<file path="src/rtl/pmod_demo_pkg.sv">
// Shared types and constants for the PMOD half-adder demo stimulus block.
// Latency: n/a (declarations only).
// Backpressure: n/a.
package pmod_demo_pkg;

    // Sequencer states
    typedef enum logic [2:0] {
        ST_IDLE   = 3'd0,
        ST_RST    = 3'd1,
        ST_DRIVE  = 3'd2,
        ST_SAMPLE = 3'd3,
        ST_HOLD   = 3'd4,
        ST_DONE   = 3'd5
    } state_t;

    // Bit positions of the four PMOD control lines in the output pin register
    localparam int PIN_A       = 0;
    localparam int PIN_B       = 1;
    localparam int PIN_RUNSTOP = 2;
    localparam int PIN_RESET   = 3;

    // Width of the saturating mismatch counter
    localparam int ERR_W = 4;

    // Board clock rate; default hold time is half a second of this
    localparam int CLK_HZ = 12000000;

    // Width of the loop counter; LOOPS values beyond this range are not supported
    localparam int LOOP_W = 16;

endpackage

</file>
<file path="src/rtl/pmod_adder_stim_sync2.sv">
// Two-flop synchroniser for one asynchronous readback line.
// Latency: 2 clk cycles from input change to output.
// Backpressure: none; free-running.
module sync2 (
    input  logic clk,
    input  logic rst_n,
    input  logic d,
    output logic q
);

    logic meta;

    // First stage may go metastable; second stage gives it a cycle to resolve
    always_ff @(posedge clk or negedge rst_n) begin
        if (!rst_n) begin
            meta <= 1'b0;
            q    <= 1'b0;
        end else begin
            meta <= d;
            q    <= meta;
        end
    end

endmodule

</file>
<file path="src/rtl/pmod_adder_stim.sv">
// Drives the half-adder demo's PMOD inputs through all four vectors and checks sum/carry readback.
// Latency: every output is registered; status updates one clk after the deciding event.
// Backpressure: none; start ignored while busy, stop aborts any running sequence next cycle.
module pmod_adder_stim
    import pmod_demo_pkg::*;
#(
    parameter int HOLD_CYCLES   = CLK_HZ / 2,
    parameter int SETTLE_CYCLES = 4,
    parameter int RST_CYCLES    = 8,
    parameter int LOOPS         = 1
) (
    input  logic             clk,
    input  logic             reset_n,
    input  logic             start,
    input  logic             stop,
    input  logic             sum_in,
    input  logic             carry_in,
    output logic             pmod_a,
    output logic             pmod_b,
    output logic             pmod_runstop,
    output logic             pmod_reset,
    output logic             busy,
    output logic             pass,
    output logic             fail,
    output logic [ERR_W-1:0] err_cnt,
    output logic [1:0]       vec_idx
);

    // One counter serves both the reset pulse and the per-vector hold time
    localparam int CNT_MAX = (HOLD_CYCLES > RST_CYCLES) ? HOLD_CYCLES : RST_CYCLES;
    localparam int CNT_W   = $clog2(CNT_MAX + 1);

    localparam logic [CNT_W-1:0]  RST_LAST    = CNT_W'(RST_CYCLES - 1);
    localparam logic [CNT_W-1:0]  SETTLE_LAST = CNT_W'(SETTLE_CYCLES - 1);
    localparam logic [CNT_W-1:0]  HOLD_LAST   = CNT_W'(HOLD_CYCLES - 1);
    localparam logic [LOOP_W-1:0] LOOP_LIMIT  = LOOP_W'(LOOPS);
    localparam logic [ERR_W-1:0]  ERR_SAT     = '1;

    state_t             state, state_nx;
    logic [CNT_W-1:0]   cnt, cnt_nx;
    logic [LOOP_W-1:0]  loop_cnt, loop_nx;
    logic [3:0]         pins, pins_nx;
    logic [1:0]         vec, vec_nx;
    logic [ERR_W-1:0]   err, err_nx;
    logic               busy_r, busy_nx;
    logic               pass_r, pass_nx;
    logic               fail_r, fail_nx;

    logic               sum_s;
    logic               carry_s;
    logic               mismatch;
    logic [LOOP_W-1:0]  loop_inc;
    logic [1:0]         vec_inc;

    sync2 u_sync_sum (
        .clk   (clk),
        .rst_n (reset_n),
        .d     (sum_in),
        .q     (sum_s)
    );

    sync2 u_sync_carry (
        .clk   (clk),
        .rst_n (reset_n),
        .d     (carry_in),
        .q     (carry_s)
    );

    // Compare readback against the half-adder function of what is currently driven
    always_comb begin
        mismatch = (sum_s   != (pins[PIN_A] ^ pins[PIN_B])) ||
                   (carry_s != (pins[PIN_A] & pins[PIN_B]));
    end

    // Next-state and next-output logic; stop overrides the normal flow at the end
    always_comb begin
        state_nx = state;
        cnt_nx   = cnt;
        loop_nx  = loop_cnt;
        pins_nx  = pins;
        vec_nx   = vec;
        err_nx   = err;
        busy_nx  = busy_r;
        pass_nx  = pass_r;
        fail_nx  = fail_r;
        loop_inc = loop_cnt + 1'b1;
        vec_inc  = vec + 1'b1;

        case (state)
            ST_IDLE: begin
                if (start && !stop) begin
                    state_nx           = ST_RST;
                    cnt_nx             = '0;
                    loop_nx            = '0;
                    vec_nx             = 2'd0;
                    err_nx             = '0;
                    pass_nx            = 1'b0;
                    fail_nx            = 1'b0;
                    busy_nx            = 1'b1;
                    pins_nx[PIN_RESET]   = 1'b1;
                    pins_nx[PIN_RUNSTOP] = 1'b1;
                end
            end

            ST_RST: begin
                if (cnt == RST_LAST) begin
                    state_nx             = ST_DRIVE;
                    cnt_nx               = '0;
                    pins_nx[PIN_RESET]   = 1'b0;
                    pins_nx[PIN_RUNSTOP] = 1'b0;
                    pins_nx[PIN_A]       = vec[1];
                    pins_nx[PIN_B]       = vec[0];
                end else begin
                    cnt_nx = cnt + 1'b1;
                end
            end

            ST_DRIVE: begin
                // Counter keeps running so HOLD measures from DRIVE entry
                cnt_nx = cnt + 1'b1;
                if (cnt == SETTLE_LAST) begin
                    state_nx = ST_SAMPLE;
                end
            end

            ST_SAMPLE: begin
                cnt_nx   = cnt + 1'b1;
                state_nx = ST_HOLD;
                if (mismatch) begin
                    fail_nx = 1'b1;
                    if (err != ERR_SAT) begin
                        err_nx = err + 1'b1;
                    end
                end
            end

            ST_HOLD: begin
                if (cnt == HOLD_LAST) begin
                    cnt_nx = '0;
                    if (vec != 2'd3) begin
                        state_nx       = ST_DRIVE;
                        vec_nx         = vec_inc;
                        pins_nx[PIN_A] = vec_inc[1];
                        pins_nx[PIN_B] = vec_inc[0];
                    end else begin
                        vec_nx  = 2'd0;
                        loop_nx = loop_inc;
                        if ((LOOPS != 0) && (loop_inc == LOOP_LIMIT)) begin
                            // A/B keep the last vector on the board
                            state_nx             = ST_DONE;
                            busy_nx              = 1'b0;
                            pass_nx              = (err == '0);
                            pins_nx[PIN_RUNSTOP] = 1'b1;
                        end else begin
                            state_nx       = ST_DRIVE;
                            pins_nx[PIN_A] = 1'b0;
                            pins_nx[PIN_B] = 1'b0;
                        end
                    end
                end else begin
                    cnt_nx = cnt + 1'b1;
                end
            end

            ST_DONE: begin
                state_nx = ST_IDLE;
            end

            default: begin
                state_nx = ST_IDLE;
            end
        endcase

        // Abort: the SAMPLE comparison above is kept, everything else parks the board
        if (stop && (state == ST_RST || state == ST_DRIVE ||
                     state == ST_SAMPLE || state == ST_HOLD)) begin
            state_nx             = ST_IDLE;
            cnt_nx               = '0;
            busy_nx              = 1'b0;
            pass_nx              = 1'b0;
            pins_nx[PIN_RUNSTOP] = 1'b1;
            pins_nx[PIN_RESET]   = 1'b0;
        end
    end

    // State and output registers
    always_ff @(posedge clk or negedge reset_n) begin
        if (!reset_n) begin
            state    <= ST_IDLE;
            cnt      <= '0;
            loop_cnt <= '0;
            pins     <= 4'b0100;
            vec      <= 2'd0;
            err      <= '0;
            busy_r   <= 1'b0;
            pass_r   <= 1'b0;
            fail_r   <= 1'b0;
        end else begin
            state    <= state_nx;
            cnt      <= cnt_nx;
            loop_cnt <= loop_nx;
            pins     <= pins_nx;
            vec      <= vec_nx;
            err      <= err_nx;
            busy_r   <= busy_nx;
            pass_r   <= pass_nx;
            fail_r   <= fail_nx;
        end
    end

    assign pmod_a       = pins[PIN_A];
    assign pmod_b       = pins[PIN_B];
    assign pmod_runstop = pins[PIN_RUNSTOP];
    assign pmod_reset   = pins[PIN_RESET];
    assign busy         = busy_r;
    assign pass         = pass_r;
    assign fail         = fail_r;
    assign err_cnt      = err;
    assign vec_idx      = vec;

endmodule

</file>
<file path="config.mk">
export PLATFORM = sky130hd
export DESIGN_NAME = pmod_adder_stim
export DESIGN_NICKNAME = d
export VERILOG_FILES = /design/src/rtl/pmod_demo_pkg.sv /design/src/rtl/pmod_adder_stim_sync2.sv /design/src/rtl/pmod_adder_stim.sv
export SDC_FILE = /design/constraint.sdc
export NUM_CORES = 1
export LEC_CHECK = 0
export BUFFER_PORTS_ARGS = -buffer_cell sky130_fd_sc_hd__clkbuf_2
export CELL_PAD_IN_SITES_DETAIL_PLACEMENT = 2
export CELL_PAD_IN_SITES_GLOBAL_PLACEMENT = 2
export CORE_MARGIN = 2
export CORE_UTILIZATION = 39
export CTS_BUF_LIST = sky130_fd_sc_hd__clkbuf_4 sky130_fd_sc_hd__clkbuf_8
export DETAILED_ROUTE_END_ITERATION = 10
export PLACE_DENSITY = 0.87
export SYNTH_ARGS = -nofsm -noshare
export SYNTH_HDL_FRONTEND = slang
export SYNTH_SLANG_ARGS = --single-unit
</file>
<file path="constraint.sdc">
create_clock -name clk -period 3.15 [get_ports clk]
set_input_delay 0.4725 -clock clk [delete_from_list [all_inputs] [get_ports clk]]
set_output_delay 0.4725 -clock clk [all_outputs]
set_load 0.03 [all_outputs]
</file>
### Word level (Yosys, flattened, before mapping)

Cells that the tools add are included.

* multiplexer cells: 50
* reduce and logical (&&, ||, !) cells: 27
* add/subtract/negate cells: 4
* bitwise operators: 2
* equality and inequality tests: 25

Operators with widths (count)
* two-way mux 23 bit: 4
* case mux 23 bit (4 select lines): 1
* two-way mux 16 bit: 3
* case mux 16 bit (2 select lines): 1
* two-way mux 3 bit: 8
* adder 23 x 1 -> 23 bit, second input constant: 1
* equality test 23 x 2 -> 1 bit, second input constant: 1
* equality test 23 bit, second input constant: 1
* equality test 23 x 3 -> 1 bit, second input constant: 1
* adder 16 x 1 -> 16 bit, second input constant: 1
* equality test 16 x 1 -> 1 bit, second input constant: 1
* two-way mux 4 bit: 4
* AND reduction 4 bit: 4
* != test 3 x 2 -> 1 bit, second input constant: 5
* case mux 3 bit (5 select lines): 1
* two-way mux 2 bit: 7
* != test 2 bit, second input constant: 7
* two-way mux 1 bit: 13
* AND reduction 3 bit: 3
* case mux 1 bit (2 select lines): 4
* case mux 2 bit (2 select lines): 2
* case mux 4 bit (2 select lines): 1
* equality test 3 x 2 -> 1 bit, second input constant: 2
* != test 3 bit, second input constant: 2
* other kinds (22): 30

* flip-flop bits (word level): 59
* input port bits: 6
* output and inout bits: 13
* word-level logic and storage cells: 123

### Logic depth before layout (Yosys ltp)

Gate-level depths: netlist of run 1.

* depth in word-level cells: 7
* gate-level depth with buffers: 8
* mapped depth without buffers: 8

### By module

A second synthesis of run 1 with hierarchy kept.

* cells, all modules: 424
* area, all modules: 3558.4 um^2

Modules (own cells, without submodules)
* pmod_adder_stim: times used 1, area each 3458.3 um^2, cells an instance 420, seq. area each 1377.6 um^2
* sync2: times used 2, area each 50.0 um^2, cells an instance 2, seq. area each 50.0 um^2

### Worst setup path after synthesis of run 1

No wires, ideal clock.

* path type: register -> register
* start point: reg loop_cnt[0]
* end point: reg pins[0]
* data required time: 3.068 ns
* buffers on the path: 0
* stages on the path, launching flop included: 8
* setup time: 0.082 ns
* data arrival time: 2.222 ns
* setup slack: 0.846 ns
* period minus slack after synthesis: 2.304 ns
* cells stage by stage: dfrtp_1 -> ha_1 -> nand3_1 -> nor3_2 -> mux2_2 -> a2111oi_0 -> a31oi_1 -> a31oi_1

* word-level cells in the longest chain between the ends: 4

RTL lines
* from (decl): RTL line pmod_adder_stim.sv:41 `logic [LOOP_W-1:0] loop_cnt, loop_nx;`
* from (signal assigned): RTL line pmod_adder_stim.sv:201 `loop_cnt <= loop_nx;`
* adder 16 x 1 -> 16 bit: RTL line pmod_adder_stim.sv:86 `loop_inc = loop_cnt + 1'b1;`
* equality test 16 x 1 -> 1 bit: RTL line pmod_adder_stim.sv:148 `if ((LOOPS != 0) && (loop_inc == LOOP_LIMIT)) begin`
* != test 3 bit (no line)
* AND reduction 4 bit (no line)
* to (signal assigned): RTL line pmod_adder_stim.sv:202 `pins <= pins_nx;`
* to (decl): RTL line pmod_adder_stim.sv:42 `logic [3:0] pins, pins_nx;`

No other way between the ends.
A chain may end at the register's enable or synchronous reset.

### Final worst setup path of run 1

* start point: reg loop_cnt[0]
* end point: reg state[0]

* word-level cells in the longest chain between the ends: 7

RTL lines
* adder 16 x 1 -> 16 bit: RTL line pmod_adder_stim.sv:86
* equality test 16 x 1 -> 1 bit: RTL line pmod_adder_stim.sv:148
* two-way mux 3 bit: RTL line pmod_adder_stim.sv:148
* two-way mux 3 bit: RTL line pmod_adder_stim.sv:140 `if (vec != 2'd3) begin`
* two-way mux 3 bit: RTL line pmod_adder_stim.sv:138 `if (cnt == HOLD_LAST) begin`
* case mux 3 bit (5 select lines): RTL line pmod_adder_stim.sv:89 `case (state)`
* two-way mux 3 bit: RTL line pmod_adder_stim.sv:175 `if (stop && (state == ST_RST || state == ST_DRIVE ||`
* to (signal assigned): RTL line pmod_adder_stim.sv:199 `state <= state_nx;`
* to (decl): RTL line pmod_adder_stim.sv:39 `state_t state, state_nx;`

No other way between the ends. The select of a mux whose other input is x is not followed.

==> impl_metrics.env, run 1 <==
export IMPL_outcome="finished clean"
export IMPL_regToRegSetupSlack_ps=400
export IMPL_p_total_uw=2670
export IMPL_firstDrtPassIters=5
export IMPL_r2r_start="loop_cnt[0]"
export IMPL_critPathLaunch="loop_cnt[0]"
export IMPL_yosysWarningCount=0
export IMPL_cts_tree="built"
export IMPL_endpoint="state[0]"
export IMPL_clkSinkCount=59
export IMPL_drc=0
export IMPL_route_antenna_remaining_nets=0
export IMPL_syn_inst=438
export IMPL_ys_types=61
export IMPL_min_period_ps=2750
export IMPL_maxClockFrequency_mhz=363
export IMPL_place_hpwl_um=8330
export IMPL_syn_nets=451
export IMPL_rows=35
export IMPL_synth_enable_flop_cells=0
export IMPL_finalHoldViolCount=0
export IMPL_skew_ps=13.1
export IMPL_critPathKind="reg -> reg"
export IMPL_grt_pass1_wl_um=19700
export IMPL_seq_area_um2=1480
export IMPL_initial_utilization=0.403
export IMPL_clockBufferDepth=2
export IMPL_grt_max_degree=60
export IMPL_die_w_um=102
export IMPL_nets=466
export IMPL_clk_latency_ps=350
export IMPL_startpoint_type="flip-flop"
export IMPL_slew_viol_final=0
export IMPL_yosys_register_bits=59
export IMPL_layout_common_cells="60 x nor2_1, 58 x dfrtp_1, 37 x nand2_1"
export IMPL_root_buffer="clkbuf_8"
export IMPL_drtIter0Drc=118
export IMPL_slowest_delay_ps=490
export IMPL_htree_levels=3
export IMPL_multi_input_area_um2=2100
export IMPL_die_area_um2=10300
export IMPL_tns_ps=0
export IMPL_cts_setup_buffers=0
export IMPL_netlist_area_um2=3720
export IMPL_post_route_period_util=0.874
export IMPL_cts_hold_buf=0
export IMPL_worst_path_max_fanout=9
export IMPL_cp_slowest_cell="dfrtp_1"
export IMPL_leakage_uw=0.00162
export IMPL_reg2reg_to="state[0]"
export IMPL_end_kind="flip-flop"
export IMPL_worst_slew_pin_slew_ps=1110
export IMPL_hold_class="in -> reg"
export IMPL_synth_ff_type="dfrtp_1"
export IMPL_peakVddDrop_mv=0.335
export IMPL_grt_pass1_vias=3768
export IMPL_syn2layout_area_growth_pct=11.2
export IMPL_slew_headroom=0.257
export IMPL_antenna_found_initial=0
export IMPL_vias=3451
export IMPL_gr_total_overflow=0
export IMPL_io_buffers=18
export IMPL_syn_avg_cell_area_um2=8.50
export IMPL_ys_seq_area_frac=0.397
export IMPL_power_density_nw_per_um2=645
export IMPL_async_flop_share=1.00
export IMPL_via_per_inst=5.88
export IMPL_crit_path_cell_trace="ha_1 > nand3_1 > nor3_2 > mux2i_1 > o2111ai_1 > or3_1 > a21oi_1"
export IMPL_routedWlPerCell_um=20.1
export IMPL_gp_congestion=0.796
export IMPL_cts_made_buffers=9
export IMPL_grt_util_all_layers=0.244
export IMPL_setup_viol=0
export IMPL_drv_cap=0
export IMPL_cp_data_arrival_time_ps=3030
export IMPL_clk_pin_slew_ps=70
export IMPL_rsz0062_at_grt="no"
export IMPL_wirelength_um=11800
export IMPL_coreArea_um2=9240
export IMPL_hp_start="sum_in"
export IMPL_die_y_um=102
export IMPL_antennaDiodeCount=0
export IMPL_final_common_cell="nor2_1"
export IMPL_reg2reg_depth=7
export IMPL_required_ps=3420
export IMPL_fillCellCount=1024
export IMPL_pin_count=19
export IMPL_drive_above_1_share=0.129
==> state kept, by name (all words and copies together), names as in the netlist, 2 cells and up <==
signal	cells
pins	4
cnt	23
vec_idx	2
loop_cnt	16
err_cnt	4
state	3
==> final cells by class <==
type,instances,share of cell area
Multi-Input combinational cell,345,0.507
Inverter,15,0.0136
Clock buffer,11,0.0336
Clock inverter,5,0.0187
Tap cell,129,0.0390
Sequential cell,59,0.357
Timing Repair Buffer,23,0.0308
==> metrics by stage <==
stage	hold slack (ps)	instances	cell area [um2]	setup slack (ps)	utilization
2_1_floorplan	177	438	3720	846	-
3_3_place_gp	337	571	3920	403	0.424
3_5_place_dp	339	571	3920	258	0.424
4_1_cts	224	587	4130	236	0.447
5_1_grt	227	587	4140	116	0.448
6_report	228	587	4140	396	0.448
==> where the power goes <==
group	total [uW]	internal, uW	switching, uW	leakage, uW
clock	794	461	333	0.000110
combinational	906	285	621	0.000713
sequential	969	840	129	0.000797
==> worst min-delay path by stage <==
stage / to / slack (ps) / depth (start not counted)
2_1_floorplan: busy / 180 / 0
3_3_place_gp: u_sync_sum.q / 340 / 0
3_5_place_dp: u_sync_carry.q / 340 / 0
4_1_cts: u_sync_sum.meta / 220 / 1
5_1_grt: u_sync_sum.meta / 230 / 1
6_report: u_sync_sum.meta / 230 / 1
==> kinds of logic (layout without fill, tap and decap cells) <==
| group | after synthesis | after routing | share of synthesized area |
|---|---|---|---|
| DFF | 59 | 59 | 0.397 |
| and+or+nand+nor | 207 | 207 | 0.291 |
| adders and majority gates | 7 | 7 | 0.0235 |
| muxes | 7 | 7 | 0.0198 |
| AOI/OAI and AO/OA | 104 | 104 | 0.182 |
| buffers and inverters | 34 | 54 | 0.0400 |
| xor gates and xnor gates | 20 | 20 | 0.0471 |
==> layer usage <==
metal | vias up | part of all wire | routed length [um] | GRT usage
li1 | 1631 | - | - | -
met4 | 0 | 0.013 | 150 | 0.0769
met1 | 1768 | 0.45 | 5340 | 0.315
met2 | 39 | 0.51 | 6060 | 0.427
met3 | 13 | 0.024 | 284 | 0.0283
met5 | - | 0 | 0 | 0
==> critical path: cells and delay by family (launching register included) <==
| family | cells | cell delay, ps |
|---|---|---|
| mux | 1 | 330 |
| simple gates | 3 | 1110 |
| fa+ha+maj | 1 | 330 |
| compound gates | 2 | 430 |
| flops | 1 | 490 |
==> timing repair <==
action,CTS,global route
hold endpoints to repair,0,0
gates resized for setup,0,1
endpoints found under the setup margin,0,1
==> synthesized netlist by cell type (2+ instances only) <==
cell	instances	share of area
nand4_1	17	0.029
mux2_2	3	0.0091
nor4_1	8	0.013
inv_1	15	0.015
nand2_1	37	0.037
a21oi_1	16	0.022
dfrtp_1	58	0.39
clkbuf_1	11	0.011
nand2b_1	4	0.0067
o41ai_1	5	0.012
nor2b_1	4	0.0067
nor3_1	21	0.028
o31ai_1	5	0.010
xor2_1	5	0.012
nand3b_1	2	0.0040
a211o_1	2	0.0047
buf_4	2	0.0040
o21bai_1	2	0.0040
nand3_2	2	0.0054
o21ai_1	4	0.0054
a31oi_1	13	0.022
mux2i_1	4	0.011
and4_1	4	0.0094
o21ai_0	32	0.043
o22ai_1	3	0.0050
nor3b_1	4	0.0081
nor2_1	60	0.061
or3_1	5	0.0084
and2_1	3	0.0050
and3_1	6	0.010
nand4b_1	2	0.0047
o21ba_2	2	0.0054
a211oi_1	2	0.0040
ha_1	7	0.024
o21a_1	2	0.0040
nand3_1	19	0.026
xnor2_1	15	0.035
o2111ai_1	2	0.0047
buf_2	5	0.0067
o31a_1	4	0.0094
(Power assumes the default switching activity.)
==> run 2: changes to the inputs <==
- BUFFER_PORTS_ARGS: -buffer_cell sky130_fd_sc_hd__clkbuf_2 -> not set
- CORE_UTILIZATION: 39 -> 41
- DONT_BUFFER_PORTS: not set -> 1
==> impl_metrics.env, run 2 (synthesized netlist as in run 1, its figures left out) <==
export IMPL_outcome="finished clean"
export IMPL_grt_pass1_vias=3787
export IMPL_worst_slew_pin_slew_ps=1180
export IMPL_min_period_ps=2810
export IMPL_syn2layout_area_growth_pct=8.71
export IMPL_drv_cap=0
export IMPL_routedWlPerCell_um=21.6
export IMPL_startpoint_type="flip-flop"
export IMPL_peakVddDrop_mv=0.257
export IMPL_reg_largest_list="cnt x23, loop_cnt x16"
export IMPL_worst_slack_ps=339
export IMPL_finalHoldViolCount=0
export IMPL_cts_tree="built"
export IMPL_root_buffer="clkbuf_8"
export IMPL_route_antenna_remaining_nets=0
export IMPL_wirelength_um=11900
export IMPL_leakage_uw=0.00155
export IMPL_rows=34
export IMPL_slew_viol_final=0
export IMPL_die_y_um=99.3
export IMPL_placedInstanceArea_um2=3800
export IMPL_via_per_inst=6.33
export IMPL_clk_latency_ps=350
export IMPL_setup_viol=0
export IMPL_power_density_nw_per_um2=643
export IMPL_clkSinkCount=59
export IMPL_drc=0
export IMPL_die_w_um=99.3
export IMPL_slew_headroom=0.210
export IMPL_worst_path_max_fanout=9
export IMPL_cts_made_buffers=9
export IMPL_final_common_cell="nor2_1"
export IMPL_drive_above_1_share=0.0930
export IMPL_layout_common_cells="60 x nor2_1, 58 x dfrtp_1, 37 x nand2_1"
export IMPL_end_kind="flip-flop"
export IMPL_cp_data_arrival_time_ps=3070
export IMPL_post_route_period_util=0.892
export IMPL_nets=450
export IMPL_antenna_found_initial=0
export IMPL_pin_count=19
export IMPL_clk_pin_slew_ps=70
export IMPL_fin_area_um2=4050
export IMPL_drtIter0Drc=147
export IMPL_clockBufferDepth=2
export IMPL_place_hpwl_um=8010
export IMPL_required_ps=3410
export IMPL_tns_ps=0
export IMPL_dp_slack_ps=360
export IMPL_skew_ps=11.6
export IMPL_cts_setup_buffers=0
export IMPL_hold_class="in -> reg"
export IMPL_io_buffers=0
export IMPL_vias=3474
export IMPL_die_area_um2=9850
export IMPL_final_instance_count_excl_fill=549
export IMPL_firstDrtPassIters=4
export IMPL_antennaDiodeCount=0
export IMPL_rsz0062_at_grt="no"
export IMPL_grt_util_all_layers=0.255
export IMPL_dp_cells=532
export IMPL_htree_levels=3
export IMPL_largest_reg_flops=23
export IMPL_grt_max_degree=60
export IMPL_gp_congestion=0.856
export IMPL_gr_total_overflow=0
export IMPL_initial_utilization=0.425
export IMPL_coreArea_um2=8760
export IMPL_critPathKind="reg -> reg"
export IMPL_grt_pass1_wl_um=20100
export IMPL_top_register="cnt"
export IMPL_maxClockFrequency_mhz=356
==> run 2: cell count changes in the layout (fill, tap and decap cells not counted), sizes merged <==
cell	previous run	this run
clkbuf	29	11
bufinv	2	1
clkinvlp	1	2
buf	5	6
dlygate4sd3	0	1
clkinv	2	1
==> run 2: final cells by class <==
class,instances,area [um2]
clock inverter,4,50.0
fill,968,4720
tap,108,135
multi-input combinational,345,2100
clock buffer,11,151
timing repair buffer,7,75.1
inverter,15,56.3
sequential,59,1480
==> run 2: path summary, 6_finish.rpt <==
check / cells past startpoint / start / slack (ps) / end
max: 7 / loop_cnt[0] / 340 / state[0]
min: 0 / sum_in / 150 / u_sync_sum.meta
max reg2reg: 7 / loop_cnt[0] / 340 / state[0]
min reg2reg: 0 / u_sync_carry.meta / 360 / u_sync_carry.q
max in group asynchronous: 2 / reset_n / 2200 / pins[2]
min in group asynchronous: 2 / reset_n / 660 / err_cnt[1]
==> run 2: critical path, stage by stage, from the launching register on <==
cell and delay [ps]:
dfrtp_1 490, ha_1 310, nand3_1 240, nor3_2 480
mux2i_1 290, o2111ai_1 290, or3_1 430, a21oi_1 200
==> run 2: power by group <==
group / internal (uW) / switching [uW]
logic: 269 / 543
registers: 839 / 222
clock network: 403 / 324
total: 1510 / 1090
==> run 2: routing by layer <==
metal	vias to the layer above	wire length (um)	track usage
met3	22	343	0.0436
met5	-	0	0
met2	61	6030	0.436
met4	0	208	0.0790
li1	1603	-	-
met1	1788	5280	0.330
==> run 2: stage by stage <==
| step | hold WS, ps | power [uW] | util |
|---|---|---|---|
| 6_report | 150 | 2600 | 0.462 |
| 5_1_grt | 132 | 2750 | 0.462 |
| 4_1_cts | 139 | 2610 | 0.461 |
| 3_5_place_dp | 178 | 1840 | 0.434 |
| 3_3_place_gp | 178 | 1780 | 0.434 |
| 2_1_floorplan | 177 | 1580 | - |
==> run 2: repair_timing <==
item | CTS | global route
setup endpoints to repair | 0 | 2
hold buffers | 2 | 0
endpoints found under the hold margin | 59 | 0
gates resized for setup | 0 | 1
